`src/rtl/call_request_latch.sv`:
```
// call_request_latch: synchronise/debounce hall+cab calls, latch pending
// requests, present unissued ones over valid/ack. Option: CALL_LATCH_DEBOUNCE_EN.
module call_request_latch #(
  parameter int DEBOUNCE_MAX = 250000,
  parameter int CNT_W        = 18
) (
  input  logic       clk,
  input  logic       reset,
  input  logic [5:0] hall_raw,
  input  logic [3:0] cab_raw,
  input  logic [1:0] actual_floor,
  input  logic       stopped,
  output logic [5:0] hall_pending,
  output logic [3:0] cab_pending,
  output logic       req_valid,
  output logic [1:0] req_floor,
  output logic       req_dir,
  output logic       req_is_cab,
  input  logic       req_ack
);

  // Channels 0..3 are cab floors, 4..9 are hall switches; index is priority.
  localparam int NCH = 10;

  logic [NCH-1:0] w_raw;
  logic [NCH-1:0] r_s1;
  logic [NCH-1:0] r_s2;
  logic [NCH-1:0] r_deb;
  logic [NCH-1:0] r_pend;
  logic [NCH-1:0] r_iss;
  logic [NCH-1:0] w_press;
  logic [NCH-1:0] w_clr;
  logic [NCH-1:0] w_ack_set;
  logic [NCH-1:0] w_avail;
  logic [3:0]     w_cand;
  logic           w_cand_ok;
  logic [1:0]     w_floor;
  logic           w_dir;
  logic           w_cab;
  logic           r_valid;
  logic [3:0]     r_sel;
  logic [1:0]     r_floor;
  logic           r_dir;
  logic           r_cab;

  assign w_raw = {hall_raw, cab_raw};

  // Out-of-range configuration leaves a visible marker in the hierarchy.
  if (DEBOUNCE_MAX < 1 || CNT_W < 1) begin : g_bad_cfg
  end

  // Two-flop synchroniser per channel.
  always_ff @(posedge clk or negedge reset) begin
    if (!reset) begin
      r_s1 <= '0;
      r_s2 <= '0;
    end else begin
      r_s1 <= w_raw;
      r_s2 <= r_s1;
    end
  end

`ifdef CALL_LATCH_DEBOUNCE_EN
  localparam logic [CNT_W-1:0] CNT_LAST = CNT_W'(DEBOUNCE_MAX - 1);

  logic [CNT_W-1:0] r_cnt [NCH];
  logic [NCH-1:0]   w_flip;

  // A level flips once it has disagreed for DEBOUNCE_MAX cycles.
  always_comb begin
    w_flip = '0;
    for (int i = 0; i < NCH; i++) begin
      w_flip[i] = (r_s2[i] != r_deb[i]) && (r_cnt[i] == CNT_LAST);
    end
  end

  assign w_press = w_flip & r_s2;

  // Per-channel run counter and debounced level.
  always_ff @(posedge clk or negedge reset) begin
    if (!reset) begin
      r_deb <= '0;
      for (int i = 0; i < NCH; i++) begin
        r_cnt[i] <= '0;
      end
    end else begin
      for (int i = 0; i < NCH; i++) begin
        if (r_s2[i] == r_deb[i]) begin
          r_cnt[i] <= '0;
        end else if (w_flip[i]) begin
          r_cnt[i] <= '0;
          r_deb[i] <= r_s2[i];
        end else begin
          r_cnt[i] <= r_cnt[i] + CNT_W'(1);
        end
      end
    end
  end
`else
  assign w_press = r_s2 & ~r_deb;

  // Inputs are clean already; the level just tracks the synchroniser.
  always_ff @(posedge clk or negedge reset) begin
    if (!reset) begin
      r_deb <= '0;
    end else begin
      r_deb <= r_s2;
    end
  end
`endif

  // Service clear: cab bit plus both hall bits of the stopped floor.
  always_comb begin
    w_clr = '0;
    if (stopped) begin
      w_clr[{2'b00, actual_floor}] = 1'b1;
      case (actual_floor)
        2'd0:    w_clr[4]   = 1'b1;
        2'd1:    w_clr[6:5] = 2'b11;
        2'd2:    w_clr[8:7] = 2'b11;
        default: w_clr[9]   = 1'b1;
      endcase
    end
  end

  // Issued flag for the channel accepted this cycle.
  always_comb begin
    w_ack_set = '0;
    if (r_valid && req_ack) begin
      w_ack_set[r_sel] = 1'b1;
    end
  end

  assign w_avail = r_pend & ~r_iss & ~w_clr;

  // Lowest-index available channel wins.
  always_comb begin
    w_cand    = '0;
    w_cand_ok = 1'b0;
    for (int i = NCH - 1; i >= 0; i--) begin
      if (w_avail[i]) begin
        w_cand    = 4'(i);
        w_cand_ok = 1'b1;
      end
    end
  end

  // Channel to (floor, dir, is_cab).
  always_comb begin
    w_floor = '0;
    w_dir   = 1'b0;
    w_cab   = 1'b0;
    if (w_cand_ok) begin
      case (w_cand)
        4'd0, 4'd1, 4'd2, 4'd3: begin
          w_floor = w_cand[1:0];
          w_cab   = 1'b1;
        end
        4'd4: w_floor = 2'd0;
        4'd5: w_floor = 2'd1;
        4'd6: begin
          w_floor = 2'd1;
          w_dir   = 1'b1;
        end
        4'd7: w_floor = 2'd2;
        4'd8: begin
          w_floor = 2'd2;
          w_dir   = 1'b1;
        end
        default: begin
          w_floor = 2'd3;
          w_dir   = 1'b1;
        end
      endcase
    end
  end

  // Pending and issued latches; service clear beats press and ack.
  always_ff @(posedge clk or negedge reset) begin
    if (!reset) begin
      r_pend <= '0;
      r_iss  <= '0;
    end else begin
      r_pend <= (r_pend | w_press) & ~w_clr;
      r_iss  <= (r_iss | w_ack_set) & ~w_clr;
    end
  end

  // Presentation: hold until ack or withdrawal, idle one cycle after ack.
  always_ff @(posedge clk or negedge reset) begin
    if (!reset) begin
      r_valid <= 1'b0;
      r_sel   <= '0;
      r_floor <= '0;
      r_dir   <= 1'b0;
      r_cab   <= 1'b0;
    end else if (r_valid && (req_ack || w_clr[r_sel])) begin
      r_valid <= 1'b0;
      r_sel   <= '0;
      r_floor <= '0;
      r_dir   <= 1'b0;
      r_cab   <= 1'b0;
    end else if (!r_valid) begin
      r_valid <= w_cand_ok;
      r_sel   <= w_cand;
      r_floor <= w_floor;
      r_dir   <= w_dir;
      r_cab   <= w_cab;
    end
  end

  assign hall_pending = r_pend[9:4];
  assign cab_pending  = r_pend[3:0];
  assign req_valid    = r_valid;
  assign req_floor    = r_floor;
  assign req_dir      = r_dir;
  assign req_is_cab   = r_cab;

endmodule
```
`config.mk`:
```
export PLATFORM = sky130hd
export DESIGN_NAME = call_request_latch
export DESIGN_NICKNAME = d
export VERILOG_FILES = /design/src/rtl/call_request_latch.sv
export SDC_FILE = /design/constraint.sdc
export NUM_CORES = 1
export LEC_CHECK = 0
export ABC_AREA = 0
export CAP_MARGIN = 10
export CORE_ASPECT_RATIO = 0.5
export CORE_MARGIN = 2
export CORE_UTILIZATION = 33
export CTS_CLUSTER_SIZE = 20
export DETAILED_ROUTE_END_ITERATION = 8
export GPL_ROUTABILITY_DRIVEN = 1
export HOLD_SLACK_MARGIN = 0.03
export PLACE_DENSITY_LB_ADDON = 0.1
export SYNTH_ARGS = -nofsm -noshare
export SYNTH_HDL_FRONTEND = slang
export SYNTH_SLANG_ARGS = --single-unit
```
`constraint.sdc`:
```
create_clock -name clk -period 2.7 [get_ports clk]
set_input_delay 0.27 -clock clk [delete_from_list [all_inputs] [get_ports clk]]
set_output_delay 0.27 -clock clk [all_outputs]
set_load 0.03 [all_outputs]
```
# == Word-level counts from Yosys, hierarchy flattened ==
# Index checks and enable logic that the tools add are counted.
# W data, S select, Z words.
# totals
in_bits,16
out_inout_bits,15
register_bits,59
elab_cells,95
# classes
order_cmp,4
n_mux,48
bitwise,10
eq_ne,11
n_reduce_logical,12
# ops
operator,count
$and A10 B10 Y10,5
$mux W4,12
$not A10 Y10,3
$mux W1,25
$mux W10,2
$or A10 B10 Y10,2
$eq A4 B3 Y1 const B,4
$mux W2,5
$eq A4 B2 Y1 const B,2
$pmux W2 S4,1
$reduce_or A7 Y1,1
$lt A2 B5 Y1 const B,1
$lt A4 B5 Y1 const B,1
$bmux W1 S4,1
$demux W1 S4,1
$eq A4 B1 Y1 const B,1
$eq A4 B4 Y1 const B,1
$ge A4 B1 Y1 const B,1
$logic_and A1 B1 Y1,4
$logic_not A4 Y1,1
$reduce_or A2 Y1,2
$reduce_or A4 Y1,1
$reduce_or A3 Y1,1
$demux W1 S2,1
other kinds (6),6

# == Logic depth before layout (Yosys ltp) ==
# depth
depth_word,23
depth_mapped,9
mapped_depth_nobuf,6

# == Worst setup path before layout ==
# No wires, ideal clock.
# synth_path
path_type,in2reg
from,in actual_floor[0]
to,"reg r_floor[0], in the netlist req_floor[0]"
slack_ns,0.621
path_buffers,3
arrival_time_ns,1.957
setup_time_ns,0.122
required_ns,2.578
cell_stages,9
path_cell_list,buf_2 > and3_1 > buf_2 > or3b_4 > or3b_1 > buf_2 > nor2b_1 > or3_1 > a32o_1
# synth_between
elab_chain_cells,22
elab_cells_between_ends,57
classes_between,2 x order compare; 11 x eq/ne; 33 x mux; 2 x bitwise; 9 x reduce/logical
# synth_rtl
element,line_no,text
from (decl),11,"input logic [1:0] actual_floor,"
$eq A2 B2 Y1 (tied with other cells),117,case (actual_floor)
$reduce_or A3 Y1 (no line),-,
$mux W1,117,
$mux W10 *,115,if (stopped) begin
$not A10 Y10,134,assign w_avail = r_pend & ~r_iss & ~w_clr;
$and A10 B10 Y10,134,
$mux W4 (10 in series),141,if (w_avail[i]) begin
$eq A4 B1 Y1 (tied with other cells),154,case (w_cand)
$reduce_or A4 Y1 or $reduce_or A2 Y1 (tied branches),-,
$pmux W2 S4,154,
$mux W2,153,if (w_cand_ok) begin
$mux W2,203,end else if (!r_valid) begin
$mux W2,197,end else if (r_valid && (req_ack || w_clr[r_sel])) begin
to (signal assigned),206,r_floor <= w_floor;
to (decl),42,logic [1:0] r_floor;
# Every way passes the cells marked *; elsewhere a longest branch is shown, timed or not. The select of a mux whose other input is x is not followed.
# A chain may end at the register's enable or synchronous reset.

# == Worst setup path after layout ==
# Same ends and word-level chain as after synthesis.

==> qor.txt <==
Routed WL per cell = 13.98 um
Synth async-reset ratio = 100.0%
pwr dens = 973.3 mW/mm2
Post-Route WL = 4.670 mm
layout cell share with drive strength beyond 1 = 14.05%
I/O pin total = 31
# DRC = 0
routed vias = 1585
outcome = complete, no violations
CTS tree = built
Main synth FF type = dfrtp_1
type of the most critical hold path = in -> async
Net Sw Frac = 30.64%
DRT Pass-1 Iters = 4
GRT Total Usage = 14.09%
Setup crit start kind = primary input
Crit. End Element = flop
Net count, final = 253
Final ANT Viol Nets = 0
syn_area_per_cell = 11.68 um2
critical path class = in -> reg
postcts setup bufs = 0
Syn Inst Count = 197
layout overhead on the synthesized area = 31.38%
relative slew slack = 51.08%
Max VDD drop = 355.5 uV
Die X = 122.1 um
Buffers on Ports = 30
minimum clock period = 2296 ps
Tot Pwr = 2942 uW
Initial Util = 34.21%
Root Driver = clkbuf_16
Gate power share = 23.2%
worst-path fanout max = 10
Max Buffers Root-to-Sink = 2
Die Y = 63.05 um
syn nets = 213
sequential share of power = 38.8%
Post-CTS Resized = 0
RSZ-0062 raised after global routing = false
fin crit share = 85.02%
fin. max-slew vios = 0
reg2reg start = r_sel[2]
gr ovfl total = 0
worst skew pair latency = 320 ps
largest net degree at the start of global routing = 60
P_sw = 901.5 uW
Die Area = 0.007697 mm2
required time of the critical path = 2910 ps
CTS H-tree depth = 3
Final Hold Fails = 0
post-synthesis cell type count = 43
core box area = 0.006726 mm2
actual slew at the worst max-slew pin = 733.8 ps
WP data arrival = 2510 ps
Synth Cell Area = 0.002301 mm2
max-cap viol count = 0
number of synthesized flops with an enable pin = 0
Setup crit start = actual_floor[0]
Cell Int Power = 2041 uW
# rows = 21
Vias/cell = 4.746
Initial DRC Count = 129
initial antenna violation count = 0
Setup violations, final = 0
# fillers = 649
#FFs+latches synth = 59
clock slew at reported path FFs = 50 ps
first-pass GRT wire length = 8.052 mm
Clock Sink Count = 59
DPL Wire Length = 3.265 mm
Pleak = 0.001356 uW
Placer Congestion = 0.8525
Yosys warnings = 0
vias in the first global route = 1581
clock skew = 4.258 ps
# hold bufs at CTS = 0
post-synthesis sequential area ratio = 64.17%
final setup TNS = 0 ps
clock share of power = 38.0%
Fmax achieved = 0.4356 GHz
n_diodes = 0
total CTS buffers = 9
==> state kept, by name (all words and copies together), names as in the netlist <==
signal,cells
r_pend,10
req_valid,1
r_s1,10
r_sel,4
req_dir,1
r_s2,10
r_deb,10
r_iss,10
req_floor,2
req_is_cab,1
==> logic make-up (layout without fill, tap and decap cells) <==
| logic type | Yosys count | count (layout) | share of synthesized area (%) |
|---|---|---|---|
| AOI/OAI and AO/OA | 45 | 45 | 13.76 |
| xor gates and xnor gates | 2 | 2 | 0.7614 |
| buffers and inverters | 24 | 69 | 4.785 |
| DFF | 59 | 59 | 64.17 |
| and+or+nand+nor | 67 | 67 | 16.53 |
==> power groups by stage <==
stage | logic, uW | clock network [uW] | registers [uW]
after floorplan | 392 | 0 | 1180
after global placement | 675 | 0 | 1150
after detailed placement | 680 | 0 | 1160
after CTS | 683 | 1160 | 1140
after global routing | 743 | 1210 | 1160
final | 681 | 1120 | 1140
==> metal layers <==
metal  track usage [%]  vias to the layer above  share of wire [%]
li1                  -                      768                  -
met1             20.73                      770                 54
met2             17.11                       43                 39
met3             7.208                        4                6.9
met4             5.172                        0               0.36
met5                 0                        -                  0
==> layout by cell type (no fill, tap or decap), types with 2 or more instances in the layout <==
| cell | count |
|---|---|
| nand2b_1 | 7 |
| or3b_4 | 2 |
| clkbuf_16 | 9 |
| nand2_1 | 6 |
| nor2b_1 | 3 |
| o21ai_0 | 3 |
| or3_1 | 2 |
| nor3b_1 | 3 |
| clkinv_4 | 2 |
| dfrtp_1 | 59 |
| a21o_1 | 2 |
| clkinvlp_4 | 2 |
| a32o_1 | 2 |
| and3b_1 | 3 |
| inv_1 | 14 |
| o32ai_1 | 4 |
| clkdlybuf4s50_1 | 29 |
| a22o_1 | 2 |
| nand3_1 | 2 |
| buf_4 | 9 |
| a31oi_1 | 4 |
| nor3_1 | 7 |
| nor2_1 | 25 |
| a21oi_1 | 16 |
==> critical path, stage by stage <==
cell	delay (ps)
clkdlybuf4s50_1	680
and3b_1	340
or3_1	380
a211oi_1	290
nor2b_1	220
nand2_1	70
a32o_1	250
==> synth_stat cells, types with 2 or more instances <==
cell,count,area (um2)
or3b_4,2,22.52
nor3b_1,3,22.52
a21o_1,2,15.01
nor3_1,7,35.03
or3_1,2,12.51
buf_2,4,20.02
nand3_1,2,10.01
clkbuf_1,4,15.01
a21oi_1,16,80.08
inv_1,14,52.55
nor2_1,25,93.84
a31oi_1,4,25.02
nand2b_1,7,43.79
dfrtp_1,59,1476
nor2b_1,3,18.77
and3b_1,3,26.28
o21ai_0,3,15.01
buf_6,2,22.52
nand2_1,6,22.52
a22o_1,2,17.52
o32ai_1,4,35.03
a32o_1,2,20.02
==> per-stage QoR <==
stage | utilization, % | hold WS [ps] | cells | area, um2 | setup WS, ps
after floorplan | - | -25.59 | 197 | 2301 | 621.2
final | 44.94 | 89.53 | 334 | 3023 | 404.5
after CTS | 44.94 | 122.6 | 334 | 3023 | 429.6
after global routing | 44.94 | 169.7 | 334 | 3023 | 231.5
after detailed placement | 40.46 | 334.7 | 318 | 2721 | 89.65
after global placement | 40.46 | 332.1 | 318 | 2721 | 138.8
==> layout make-up <==
class	instances	area (um2)	share of cell area [%]
inverter	14	52.55	1.738
sequential	59	1476	48.84
clock buffer	9	225.2	7.450
timing repair buffer	39	362.8	12.00
multi-input combinational	114	714.4	23.63
tap	92	115.1	3.808
clock inverter	7	76.32	2.525
==> path summary, 6_finish.rpt <==
path                                 to  depth (start not counted)  slack [ps]
setup reg to reg               r_sel[2]                          6         820
hold / removal                  r_s1[9]                          2          90
setup / recovery           req_floor[0]                          7         400
max in group asynchronous     r_pend[0]                          2        2130
min in group clk                r_s2[0]                          0         340
hold reg to reg                 r_s2[0]                          0         340
No activity file was read; power rests on OpenSTA's default activity.
